$ cat config.mk
export PLATFORM = sky130hd
export DESIGN_NAME = mux
export DESIGN_NICKNAME = d
export VERILOG_FILES = /design/src/rtl/mux_pkg.sv /design/src/rtl/mux.sv
export SDC_FILE = /design/constraint.sdc
export NUM_CORES = 1
export LEC_CHECK = 0
export CAP_MARGIN = 20
export CORE_MARGIN = 3
export CORE_UTILIZATION = 33
export CTS_CLUSTER_SIZE = 20
export DETAILED_ROUTE_END_ITERATION = 16
export PLACE_DENSITY = 0.8
export SYNTH_ARGS = -nofsm -noshare
export SYNTH_HDL_FRONTEND = slang
export SYNTH_SLANG_ARGS = --single-unit
$ cat constraint.sdc
create_clock -name Clk -period 1.7 [get_ports Clk]
set_input_delay 0.34 -clock Clk [delete_from_list [all_inputs] [get_ports Clk]]
set_output_delay 0.34 -clock Clk [all_outputs]
set_load 0.1 [all_outputs]
$ cat src/rtl/mux_pkg.sv
// Shared definitions for the select/mux datapath slice.
package mux_pkg;

  // Default data width of the mux datapath.
  localparam int MUX_WIDTH = 32;

  // Select encodings: 0 picks the register-file write data, 1 the ALU result.
  localparam logic SEL_IN1 = 1'b0;
  localparam logic SEL_IN2 = 1'b1;

endpackage

$ cat src/rtl/mux.sv
// Two-input data mux with a combinational result, a zero flag, and an
// enable-gated output register that remembers which input it captured.
module mux
  import mux_pkg::*;
#(
  parameter int WIDTH = MUX_WIDTH
) (
  input  logic             Clk,
  input  logic             Rst,
  input  logic [WIDTH-1:0] in1,
  input  logic [WIDTH-1:0] in2,
  input  logic             sel,
  input  logic             en,
  output logic [WIDTH-1:0] out,
  output logic [WIDTH-1:0] out_q,
  output logic             out_vld,
  output logic             sel_q,
  output logic             out_zero
);

  logic [WIDTH-1:0] w_out;
  logic             w_outZero;
  logic [WIDTH-1:0] r_outQ;
  logic             r_selQ;
  logic             r_outVld;

  // Select in1 only on a clean 0; anything else (1, X, Z) falls through to in2.
  always_comb begin
    w_out = in2;
    case (sel)
      SEL_IN1: w_out = in1;
      default: w_out = in2;
    endcase
  end

  // Zero flag follows the selected data with no clock involvement.
  always_comb begin
    w_outZero = (w_out == '0);
  end

  // Output register: reset wins over enable, otherwise capture when enabled.
  always_ff @(posedge Clk) begin
    if (Rst) begin
      r_outQ   <= '0;
      r_selQ   <= 1'b0;
      r_outVld <= 1'b0;
    end else if (en) begin
      r_outQ   <= w_out;
      r_selQ   <= sel;
      r_outVld <= 1'b1;
    end
  end

  assign out      = w_out;
  assign out_zero = w_outZero;
  assign out_q    = r_outQ;
  assign sel_q    = r_selQ;
  assign out_vld  = r_outVld;

endmodule

==> results.sh <==
export IMPL_final_common_cell="buf_12"
export IMPL_cpPeakStageDelay_ps=280
export IMPL_finalCriticalPeriod_ps=1950
export IMPL_power_total_w=0.00332
export IMPL_setup_violations=1
export IMPL_io_pins=135
export IMPL_worstPathCellList="dlygate4sd2_1 -> nor3_2 -> nand3_1 -> o22a_1 -> nor4_4 -> buf_12"
export IMPL_wl_um=6820
export IMPL_violations="negative setup slack"
export IMPL_detail_route_antenna_nets=0
export IMPL_fp_coreArea_mm2=0.00488
export IMPL_setup_tns_ps=-247
export IMPL_grt_max_degree=37
export IMPL_power_frac_clock_pct=18.4
export IMPL_ys_types=19
export IMPL_finClkSkew_ps=0
export IMPL_post_route_util_pct=82.2
export IMPL_clockBufferDepth=2
export IMPL_fp_dieW_um=78.4
export IMPL_cp_max_fo=2
export IMPL_pwr_share_seq_pct=27.4
export IMPL_cts_setup_buffers=0
export IMPL_drt_vias_per_instance=5.04
export IMPL_antenna_found_initial=0
export IMPL_initial_core_util_pct=35.5
export IMPL_synth_nets=244
export IMPL_status="finished with violations"
export IMPL_slew_headroom_pct=82.8
export IMPL_netlist_area_leader_share_pct=39.3
export IMPL_htree_levels=2
export IMPL_rows=25
export IMPL_grt_use_total_pct=22.4
export IMPL_swShare_pct=44.4
export IMPL_synthCells=176
export IMPL_ys_top_cells_by_area="dfxtp_1, mux2_2, mux2i_1, nor2_1, nor4_1"
export IMPL_clk_latency_ps=280
export IMPL_grt_pass1_wl_um=10600
export IMPL_hpwlAfterDp_um=5520
export IMPL_dieArea_mm2=0.00615
export IMPL_cts_tree="done"
export IMPL_cts_inserted_buffers=5
export IMPL_drive_gt1_share_pct=51.3
export IMPL_clk_pin_slew_worst_paths_ps=70
export IMPL_antenna_cells=0
export IMPL_maxCapViolations=0
export IMPL_switching_power_w=0.00147
export IMPL_comb_power_share_pct=54.1
export IMPL_regToRegSetupSlack_ps=930
export IMPL_grt_overflow_total=0
export IMPL_cp_end_kind="output pin"
export IMPL_cts_root_buf="clkbuf_8"
export IMPL_num_vias=1932
export IMPL_grt_pass1_vias=2086
export IMPL_powerDensity_mw_per_mm2=827
export IMPL_ir_worst_vdd_uv=568
export IMPL_hp_class="in -> reg"
export IMPL_fin_nets=383
export IMPL_drtPass1Iterations=4
export IMPL_crit_family="simple AND/OR/NAND/NOR gates"
export IMPL_first_iter_violations=45
export IMPL_syn_to_final_growth_pct=132
export IMPL_worst_pin_slew_ps=256
export IMPL_ys_seq_elements=34
export IMPL_cp_arrival_ps=1610
export IMPL_cts_sinks=34
export IMPL_critical_path_class="in -> out"
export IMPL_syn_avg_cell_area_um2=9.83
export IMPL_post_route_drc_count=0
export IMPL_die_y_um=78.4
export IMPL_gp_congestion=0.793
export IMPL_synth_warnings=0
export IMPL_required_ps=1360
export IMPL_fin_crit_sh_pct=115
export IMPL_yosysTopAreaCell="dfxtp_1"
export IMPL_wl_per_cell_um=17.8
export IMPL_seq_area_frac_synth_pct=39.3
export IMPL_fin_ws_ps=-247
export IMPL_startpoint_type="primary input"
export IMPL_io_buffers=134
export IMPL_slew_viol_final=0
export IMPL_crit_buf_inv=2
export IMPL_netlist_area_mm2=0.00173
export IMPL_layout_common_cells="buf_12, nor2_1, dfxtp_1"
export IMPL_grt_setup_unrepaired="true"
export IMPL_holdWs_ps=501
export IMPL_finalHoldViolations=0
export IMPL_fmax_ghz=0.514
export IMPL_leakage_nw=1.74
export IMPL_cellInternalPower_w=0.00184
export IMPL_worst_path_max_delay_cell="o22a_1"
## flip-flops by register name (all words and copies together), names as in the netlist
name,count
out_q,32
out_vld,1
sel_q,1
## per-layer routing
metal  up-vias  part of all wire [%]  GRT usage (%)
met5         -                     0              0
met4         0                   2.6           8.22
met3        14                   8.9           8.26
met2        91                    54           43.5
met1       918                    34           21.2
li1        909                     -              -
## stage by stage
step | worst slack (ps) | cell area (um^2) | instances
3_3_place_gp | -689 | 3880 | 375
2_1_floorplan | -667 | 1770 | 176
3_5_place_dp | -755 | 3880 | 375
4_1_cts | -356 | 3980 | 383
6_report | -247 | 4010 | 383
5_1_grt | -317 | 4010 | 383
## power by group through the flow
stage               sequential, W  clock [W]  combinational [W]
floorplan                 0.00129          0           0.000669
global placement         0.000923          0            0.00179
detailed placement       0.000928          0            0.00181
CTS                      0.000910   0.000630            0.00179
global route             0.000915   0.000669            0.00184
finish                   0.000910   0.000612            0.00179
## synthesized netlist by cell type
| cell type | count |
|---|---|
| nor4b_1 | 1 |
| a21oi_1 | 1 |
| nor4_1 | 10 |
| clkbuf_1 | 4 |
| a211oi_1 | 2 |
| inv_1 | 2 |
| dfxtp_1 | 34 |
| nand2_1 | 1 |
| nand4_1 | 2 |
| buf_6 | 1 |
| a22oi_1 | 1 |
| mux2_2 | 30 |
| nor3_1 | 4 |
| nor2_1 | 39 |
| mux2i_1 | 33 |
| buf_2 | 7 |
| o22a_1 | 1 |
| nor4_2 | 1 |
| nand3_1 | 2 |
## area by class of cell
cell class	instances	area, um^2
clock inverters	1	5.00
fillers	302	870
well taps	67	83.8
multi-input cells	128	1140
repair buffers	144	2010
clock buffers	7	86.3
flip-flops and latches	34	681
inverters	2	7.51
## repair_timing
action,4_1_cts,5_1_grt
hold buffers,0,0
hold endpoints to repair,0,0
endpoints found under the setup margin,15,12
gates resized for setup,160,8
pin swaps,22,8
## logic make-up (layout without fill, tap and decap cells)
kind of cell / after synthesis / in the layout / share of synthesized area, %
mux: 63 / 63 / 38.6
flops: 34 / 34 / 39.3
compound gates: 5 / 5 / 2.10
buf+inv: 14 / 154 / 3.98
simple gates: 60 / 60 / 16.0
## worst reg2reg max path, stage by stage (launching register included)
cell	delay, ps
dfxtp_1	390
nor2_1	60
a211oi_1	230
## final timing paths
check	startpoint	endpoint	cells past startpoint
max reg2reg	out_q[8]$_SDFFE_PP0P_	out_q[8]$_SDFFE_PP0P_	2
min	in1[17]	out_q[17]$_SDFFE_PP0P_	4
max	in1[10]	out_zero	6
min reg2reg	out_vld$_SDFFE_PP0P_	out_vld$_SDFFE_PP0P_	2
No activity file was read; power rests on OpenSTA's default activity.
